==> src/rtl/lab3_pkg.sv <==
// Shared types and constants for the Lab3 z-stream deserializer.
package lab3_pkg;

    // Output-port holding state: EMPTY has no unconsumed word, FULL holds one.
    typedef enum logic {
        OUT_EMPTY = 1'b0,
        OUT_FULL  = 1'b1
    } out_state_t;

    localparam int LAB3_WIDTH_DEFAULT = 8;

endpackage : lab3_pkg

==> src/rtl/lab3_popcount.sv <==
// Combinational ones counter: WIDTH-bit input to CW-bit population count.
module lab3_popcount #(
    parameter int WIDTH = 8,
    parameter int CW    = $clog2(WIDTH + 1)
) (
    input  logic [WIDTH-1:0] bits,
    output logic [CW-1:0]    count
);

    // Sum every bit; CW is wide enough to hold WIDTH without truncation.
    always_comb begin
        count = '0;
        for (int i = 0; i < WIDTH; i++) begin
            count = count + CW'(bits[i]);
        end
    end

endmodule : lab3_popcount

==> src/rtl/lab3_z_deserializer.sv <==
// Deserializer for the Lab3 Mealy detector's serial z output.
// Collects WIDTH bits MSB-first and offers each word on a valid/ready port
// together with its ones count. A sticky overflow flag records dropped words.
// Optional feature: define LAB3_DESER_PARITY_EN to add the word_parity output.
//
// Output FSM:
//   state     | meaning
//   ----------+-----------------------------------------------------------
//   OUT_EMPTY | no unconsumed word; word_valid low, word_ready ignored
//   OUT_FULL  | word_out holds a word awaiting word_ready
module lab3_z_deserializer
    import lab3_pkg::*;
#(
    parameter int WIDTH = LAB3_WIDTH_DEFAULT,
    parameter int CW    = $clog2(WIDTH + 1)
) (
    input  logic             clock,
    input  logic             reset,
    input  logic             z_in,
    input  logic             z_valid,
    input  logic             clear,
    output logic [WIDTH-1:0] word_out,
    output logic             word_valid,
    input  logic             word_ready,
    output logic [CW-1:0]    ones_count,
`ifdef LAB3_DESER_PARITY_EN
    output logic             word_parity,
`endif
    output logic             overflow
);

    localparam int BW = $clog2(WIDTH);
    localparam logic [BW-1:0] BCNT_LAST = BW'(WIDTH - 1);

    // Only WIDTH-1 history bits are ever observable: the oldest bit of a
    // full WIDTH-bit shift register would be shifted out on the completing
    // edge, so it is not stored.
    logic [WIDTH-2:0] shreg;
    logic [BW-1:0]    bcnt;
    logic [WIDTH-1:0] new_word;
    logic [CW-1:0]    new_count;
    logic             word_done;
    out_state_t       state;

    assign new_word   = {shreg, z_in};
    assign word_done  = z_valid && !clear && (bcnt == BCNT_LAST);
    assign word_valid = (state == OUT_FULL);

    lab3_popcount #(
        .WIDTH (WIDTH),
        .CW    (CW)
    ) u_popcount (
        .bits  (new_word),
        .count (new_count)
    );

    // Collector: shift in one bit per qualified clock, wrap the bit counter
    // after the WIDTH-th bit. clear discards any partial word.
    always_ff @(posedge clock or negedge reset) begin
        if (!reset) begin
            shreg <= '0;
            bcnt  <= '0;
        end else if (clear) begin
            shreg <= '0;
            bcnt  <= '0;
        end else if (z_valid) begin
            shreg <= new_word[WIDTH-2:0];
            bcnt  <= (bcnt == BCNT_LAST) ? '0 : bcnt + BW'(1);
        end
    end

    // Output FSM with registered word, count, parity and sticky overflow.
    always_ff @(posedge clock or negedge reset) begin
        if (!reset) begin
            state       <= OUT_EMPTY;
            word_out    <= '0;
            ones_count  <= '0;
            overflow    <= 1'b0;
`ifdef LAB3_DESER_PARITY_EN
            word_parity <= 1'b0;
`endif
        end else if (clear) begin
            // The held word stays visible on word_out but is no longer valid.
            state    <= OUT_EMPTY;
            overflow <= 1'b0;
        end else begin
            case (state)
                OUT_EMPTY: begin
                    if (word_done) begin
                        word_out    <= new_word;
                        ones_count  <= new_count;
`ifdef LAB3_DESER_PARITY_EN
                        word_parity <= ^new_word;
`endif
                        state       <= OUT_FULL;
                    end
                end
                OUT_FULL: begin
                    if (word_ready) begin
                        if (word_done) begin
                            // Back-to-back: consume and reload in one edge.
                            word_out    <= new_word;
                            ones_count  <= new_count;
`ifdef LAB3_DESER_PARITY_EN
                            word_parity <= ^new_word;
`endif
                        end else begin
                            state <= OUT_EMPTY;
                        end
                    end else if (word_done) begin
                        // Consumer stalled too long: keep the held word.
                        overflow <= 1'b1;
                    end
                end
                default: state <= OUT_EMPTY;
            endcase
        end
    end

endmodule : lab3_z_deserializer
==> config.mk <==
export PLATFORM = sky130hd
export DESIGN_NAME = lab3_z_deserializer
export DESIGN_NICKNAME = d
export VERILOG_FILES = /design/src/rtl/lab3_pkg.sv /design/src/rtl/lab3_popcount.sv /design/src/rtl/lab3_z_deserializer.sv
export SDC_FILE = /design/constraint.sdc
export NUM_CORES = 1
export LEC_CHECK = 0
export ABC_AREA = 1
export CELL_PAD_IN_SITES_DETAIL_PLACEMENT = 0
export CELL_PAD_IN_SITES_GLOBAL_PLACEMENT = 1
export CORE_UTILIZATION = 42
export DETAILED_ROUTE_END_ITERATION = 12
export PLACE_DENSITY_LB_ADDON = 0.1
export SLEW_MARGIN = 15
export SYNTH_ARGS = -nofsm -noshare
export SYNTH_HDL_FRONTEND = slang
export SYNTH_HIERARCHICAL = 1
export SYNTH_SLANG_ARGS = --single-unit
==> constraint.sdc <==
create_clock -name clock -period 4.7 [get_ports clock]
set_clock_uncertainty 0.2 [all_clocks]
set_input_delay 1.175 -clock clock [delete_from_list [all_inputs] [get_ports clock]]
set_output_delay 1.175 -clock clock [all_outputs]
set_load 0.05 [all_outputs]
# After elaboration in Yosys (flattened, before gate mapping)
# Cells that the tools add are included.
[totals] register_bits=24 in_bits=6 output_inout_bits=14 word_cells=46
[classes] n_addsub=8 n_eq_ne=3 muxes=19 n_bitwise=2 n_reduce_logical=8
[ops] op="$add A4 B1 Y4" n=6
[ops] op="$mux W8" n=2
[ops] op="$pmux W8 S2" n=1
[ops] op="$mux W7" n=2
[ops] op="$mux W3" n=3
[ops] op="$mux W4" n=2
[ops] op="$pmux W4 S2" n=1
[ops] op="$mux W1" n=7
[ops] op="$reduce_bool A2 Y1" n=3
[ops] op="$ne A2 B2 Y1 const B" n=2
[ops] op="$add A3 B1 Y3 const B" n=1
[ops] op="$eq A3 B3 Y1 const B" n=1
[ops] op="$reduce_and A3 Y1" n=1
[ops] op="$add A1 B1 Y2" n=1
[ops] op="$logic_and A1 B1 Y1" n=2
[ops] op="$not A1 Y1" n=2
[ops] op="$pmux W1 S2" n=1
[ops] op="$reduce_and A2 Y1" n=1
[ops] op="$logic_not A1 Y1" n=1

# Depth between registers and ports, before layout
# Gate-level depths: netlist of run 1.
[depth] ltp_word=10 depth_mapped=13 mapped_depth_nobuf=13

# Modules after synthesis
# The synthesis of run 1 kept the hierarchy.
[by_module_without_submodules] mod="lab3_z_deserializer" n_inst=1 cells_per_inst=103 area_per_inst_um2=1003.5 seq_area_each_um2=600.6
[by_module_without_submodules] mod="lab3_popcount" n_inst=1 cells_per_inst=29 area_per_inst_um2=201.4 seq_area_each_um2=0.0

# Worst setup path after synthesis of run 1
# No wires, ideal clock.
[synth_timing] path_type="input -> register" startpoint="input z_in" endpoint="register ones_count[1]" setup_ps=65 arrival_time_ps=3516 required_ps=4435 slack_ps=919 cell_stages=11 path_buffers=0 path_cell_list="inv_1 -> fa_1 -> fa_1 -> fa_1 -> inv_1 -> ha_1 -> inv_1 -> fa_1 -> inv_1 -> nand4_1 -> nand2_1"
[synth_via] elab_chain_cells=10
[synth_rtl] element="start: declaration" line_no="lab3_z_deserializer.sv:19" rtl="input logic z_in,"
[synth_rtl] element="$add A1 B1 Y2 (*)" line_no="lab3_popcount.sv:14" rtl="count = count + CW'(bits[i]);"
[synth_rtl] element="$add A4 B1 Y4 (*) (6 in a row)" line_no="lab3_popcount.sv:14"
[synth_rtl] element="via new_count[1]" line_no="lab3_z_deserializer.sv:41" rtl="logic [CW-1:0] new_count;"
[synth_rtl] element="$mux W4 (*)" line_no="lab3_z_deserializer.sv:89, lab3_z_deserializer.sv:100"
[synth_rtl] element="$mux W4" line_no="lab3_z_deserializer.sv:99" rtl="if (word_ready) begin"
[synth_rtl] element="$pmux W4 S2 (*)" line_no="lab3_z_deserializer.sv:87" rtl="case (state)"
[synth_rtl] element="end signal: assignment" line_no="lab3_z_deserializer.sv:91" rtl="ones_count <= new_count;"
[synth_rtl] element="end signal: assignment" line_no="lab3_z_deserializer.sv:103" rtl="ones_count <= new_count;"
[synth_rtl] element="end: declaration" line_no="lab3_z_deserializer.sv:25" rtl="output logic [CW-1:0] ones_count,"
# Mark *: on every way through the listed nets, which the timed path passes. The rest lies on a longest branch. The select of a mux whose other input is x is not followed.
# A chain may end at the register's enable or synchronous reset.

# Worst setup path after layout of run 1
# Ends and elaborated chain as after synthesis.

==> results.yml, run 1 <==
run_status:
  status: "finished, final reports clean"
synth:
  yosysTopAreaCell: "dfrtp_1"
  synth.yosys.seq_area_share: 0.498
  syn-num-nets: 147
  ys_seq_elements: 24
  synthDistinctLibCells: 16
  yosysTopAreaCellShare: 0.498
  syn-instance-count: 132
  netlist_area_um2: 1200
  synth_area_per_cell_um2: 9.13
  synth-warning-count: 6
  synth_area_leaders: "dfrtp_1 50%, nand2_1 13%, inv_1 6.9%, fa_1 6.6%, nand4_1 6.2%"
cells_and_area:
  final_common_cell: "nand2_1"
  diodes: 0
  final_core_util: 0.531
  final_cell_area_um2: 1450
  drive_above_1_share: 0.0662
  final_cell_mix: "41 x nand2_1, 24 x dfrtp_1, 22 x inv_1, 18 x clkdlybuf4s50_1, 12 x nand4_1"
  fillCellCount: 275
  num-nets-final: 167
  stdcell_count: 182
  syn_to_final_growth_pct: 20.6
clock_network:
  clk_pin_slew_ns: 0.13
  numCtsBuffers: 3
  clock_latency_ns: 0.32
  holdBufCountCts: 0
  root_buffer: "clkbuf_4"
  htreeDepth: 1
  cts_sinks: 24
  cts_setup_buffers: 0
  cts_tree: "built"
  cts_buffer_depth: 2
  cts_resized: 0
global_route:
  overflow: 0
  grt_pass1_vias: 865
  grt_start_max_net_pins: 25
  antenna_found_initial: 0
  grt_util_all_layers: 0.161
  grt_pass1_wl_mm: 3.91
route:
  route.vias.total: 899
  post-route-drc-count: 0
  wl_per_cell_um: 11.6
  first_pass_iters: 4
  viasPerCell: 4.94
  ant_nets: 0
  dr.first_iter.drc_count: 15
  finalWirelength_mm: 2.12
timing:
  hold_viol: 0
  fmaxAchievable_mhz: 241
  fin_crit_sh: 0.882
  slew_viol_final: 0
  rsz0062_at_grt: "no"
  finalSetupTns_ns: 0
  setup_viol: 0
  fin_crit_ns: 4.14
  max_slew_margin: 0.645
  hold_ws_ns: 0.285
  worstMarginPinSlew_ns: 0.533
  setup_slack_ns: 0.556
worst_hold_path:
  hold_path_class: "reg2reg"
critical_path:
  cp-start-kind: "input pin"
  cp_max_fo: 3
  crit_arrival_ns: 4.21
  end_kind: "flop"
  worstSetupPathType: "in2reg"
  cp.required_ns: 4.76
pwr:
  total_power_mw: 0.390
  p_per_area_nw_per_um2: 268
  ir_drop_mv: 0.152
  p_leak_nw: 0.749
floorplanning:
  row_count: 19
  start_util: 0.441
  die_h_um: 55.6
  die_area_um2: 3090
  die_w_um: 55.6
  fp.coreArea_um2: 2730
  ios: 20
placed_design:
  port_buffers: 19
  placed_area_um2: 1410
  gp_congestion: 0.781
  place_inst: 178
  place_ws_ns: 0.235
  dp_hpwl_mm: 1.61
job:
  maxCapViolations: 0
## registers in the layout (all words and copies together) (netlist names)
signal,cells
overflow,1
word_valid,1
bcnt,3
ones_count,4
word_out,8
shreg,7
## where the power goes
part	switching, mW	internal [mW]	total (mW)
combinational	0.0180	0.00997	0.0280
sequential	0.00192	0.209	0.211
clock	0.0645	0.0862	0.151
## synthesized netlist by cell type
master,count
inv_1,22
o22ai_1,5
buf_2,2
nor2_8,1
ha_1,5
o21ai_1,4
nand2_1,41
nand3_1,5
buf_4,1
nand4_1,12
buf_6,1
nand3_2,1
dfrtp_1,24
nor2_1,1
fa_1,4
inv_2,3
## cells by family after synthesis
kind of cell             Yosys count  share of synthesized area
flip-flops                        24                      0.498
AO/OA/AOI/OAI                      9                     0.0426
buffers and inverters             29                      0.102
adder cells (fa/ha/maj)            9                      0.118
AND/OR/NAND/NOR                   61                      0.239
## layout make-up
type | count | area [um2] | share of cell area
sequential | 24 | 601 | 0.413
tap | 31 | 38.8 | 0.0267
multi-input combinational | 79 | 482 | 0.332
inverter | 25 | 93.8 | 0.0646
clock inverter | 1 | 30.0 | 0.0207
timing repair buffer | 19 | 185 | 0.127
clock buffer | 3 | 22.5 | 0.0155
## final timing paths
| kind | start | endpoint | slack [ns] | cells after the start |
|---|---|---|---|---|
| max in group asynchronous | reset | shreg[4] | 3.33 | 1 |
| min in group asynchronous | reset | word_out[0] | 0.61 | 1 |
| setup reg to reg | shreg[0] | ones_count[2] | 1.57 | 13 |
| hold reg to reg | word_out[5] | word_out[5] | 0.29 | 2 |
| setup / recovery | z_in | ones_count[1] | 0.56 | 12 |
| hold / removal | word_out[5] | word_out[5] | 0.29 | 2 |
## layer usage
metal	track usage	vias up	share of wire
met2	0.258	15	0.45
met4	0.0750	0	0.013
li1	-	456	-
met5	0	-	0
met3	0.0234	4	0.034
met1	0.215	424	0.50
## worst max-delay path, stage by stage
cell,delay (ns)
clkdlybuf4s50_1,0.51
inv_1,0.08
fa_1,0.55
fa_1,0.44
fa_1,0.49
inv_1,0.04
ha_1,0.19
inv_1,0.07
fa_1,0.40
inv_1,0.06
nand4_1,0.09
nand2_1,0.09
(Power assumes the default switching activity.)
==> inputs of run 2 (changes only) <==
--- a/config.mk
+++ b/config.mk
@@ -10,7 +10,9 @@
 export CELL_PAD_IN_SITES_GLOBAL_PLACEMENT = 1
 export CORE_UTILIZATION = 42
 export DETAILED_ROUTE_END_ITERATION = 12
+export HOLD_SLACK_MARGIN = 0.02
 export PLACE_DENSITY_LB_ADDON = 0.1
+export REMOVE_ABC_BUFFERS = 1
 export SLEW_MARGIN = 15
 export SYNTH_ARGS = -nofsm -noshare
 export SYNTH_HDL_FRONTEND = slang
==> results.yml, run 2 (synthesis results as in run 1) <==
clock_network:
  htreeDepth: 1
  holdBufCountCts: 0
  cts_buffer_depth: 2
  cts_resized: 0
  clock_latency_ns: 0.30
  cts_setup_buffers: 0
  clk_pin_slew_ns: 0.12
  cts_tree: "built"
  root_buffer: "clkbuf_4"
  numCtsBuffers: 3
  cts_sinks: 24
timing:
  fmaxAchievable_mhz: 243
  fin_crit_ns: 4.11
  finalSetupTns_ns: 0
  worstMarginPinSlew_ns: 0.561
  max_slew_margin: 0.626
  setup_viol: 0
  fin_crit_sh: 0.876
  slew_viol_final: 0
  hold_viol: 0
  setup_slack_ns: 0.585
  rsz0062_at_grt: "no"
cells_and_area:
  num-nets-final: 167
  largest-register: "word_out"
  largest_reg_flops: 8
  drive_above_1_share: 0.0662
  fillCellCount: 254
  final_cell_mix: "41 x nand2_1, 24 x dfrtp_1, 22 x inv_1, 18 x clkdlybuf4s50_1, 12 x nand4_1"
  syn_to_final_growth_pct: 19.2
  diodes: 0
  final_common_cell: "nand2_1"
  seqCellArea_um2: 601
  top_regs: "word_out x8, shreg x7, ones_count x4"
  multiInputGateArea_um2: 482
critical_path:
  crit_arrival_ns: 4.17
  slowest_stage: "fa_1"
  max_stage_delay_ns: 0.55
  path_buf_inv: 5
  end_kind: "flop"
  cp-start-kind: "input pin"
  worstSetupPathType: "in2reg"
  cp_max_fo: 3
  cp.required_ns: 4.75
  crit_chain: "clkdlybuf4s50_1 > inv_1 > fa_1 > fa_1 > fa_1 > inv_1 > ha_1 > inv_1 > fa_1 > inv_1 > nand2_1 > nand2_1 > nand4_1 > nand2_1"
  path_delay_family: "adder cells"
global_route:
  grt_pass1_wl_mm: 3.85
  grt_pass1_vias: 872
  grt_util_all_layers: 0.159
  grt_start_max_net_pins: 25
  overflow: 0
  antenna_found_initial: 0
pwr:
  total_power_mw: 0.344
  combPwrFrac: 0.081
  ir_drop_mv: 0.173
  p_sw_mw: 0.0778
  pwr-share-clk: 0.305
  p_leak_nw: 0.742
  p_per_area_nw_per_um2: 239
  p_seq_frac: 0.613
  switching_share: 0.226
  internal_power_mw: 0.266
placed_design:
  gp_congestion: 0.818
  place_ws_ns: 0.292
  port_buffers: 19
  dp_hpwl_mm: 1.56
run_status:
  status: "finished, final reports clean"
floorplanning:
  die_w_um: 55.6
  fp.coreArea_um2: 2730
  die_h_um: 55.6
  start_util: 0.441
  row_count: 19
  die_area_um2: 3090
  ios: 20
worst_hold_path:
  hold_path_class: "reg2reg"
route:
  first_pass_iters: 4
  viasPerCell: 5.00
  route.vias.total: 910
  ant_nets: 0
  wl_per_cell_um: 11.9
  post-route-drc-count: 0
  dr.first_iter.drc_count: 21
  finalWirelength_mm: 2.17
job:
  maxCapViolations: 0
[run 2: cell count changes in the layout (fill, tap and decap cells not counted), sizes merged]
cell	before	now
clkbuf	3	4
bufinv	1	0
[run 2: path summary, 6_finish.rpt]
kind,start,endpoint,slack [ns],cells after the start
setup / recovery,z_in,ones_count[2],0.59,14
hold / removal,ones_count[0],ones_count[0],0.28,2
setup reg to reg,shreg[0],ones_count[2],1.60,13
hold reg to reg,ones_count[0],ones_count[0],0.28,2
max in group asynchronous,reset,word_out[6],3.31,1
min in group asynchronous,reset,ones_count[3],0.63,1
[run 2: layout make-up]
cell class / count / area share
timing repair buffer: 19 / 0.129
sequential: 24 / 0.418
clock buffer: 4 / 0.0253
multi-input combinational: 79 / 0.335
tap: 31 / 0.0270
inverter: 25 / 0.0653
[run 2: tightest hold or removal path, stage by stage (launching register included)]
cell     delay [ns]
dfrtp_1        0.36
nand2_1        0.05
nand2_1        0.04
[run 2: per-layer routing]
layer  global-route usage  part of all wire  routed length, um
met1                0.212              0.49               1050
met3               0.0234             0.022                 48
met2                0.255              0.48               1050
met5                    0                 0                  0
met4               0.0750            0.0078                 17
[run 2: power groups by stage]
stage               Sequential, mW  Clock, mW  Combinational (mW)
floorplan                    0.215          0              0.0153
global placement             0.215          0              0.0285
detailed placement           0.215          0              0.0289
CTS                          0.211      0.113              0.0291
global route                 0.211      0.122              0.0317
finish                       0.211      0.105              0.0280
[run 2: stage by stage]
step	hold slack, ns	instance area [um2]	utilization	std cells
CTS	0.292	1440	0.527	182
finish	0.282	1440	0.525	182
global placement	0.252	1410	0.514	178
floorplan	0.282	1180	-	128
detailed placement	0.259	1410	0.514	178
global route	0.311	1440	0.525	182
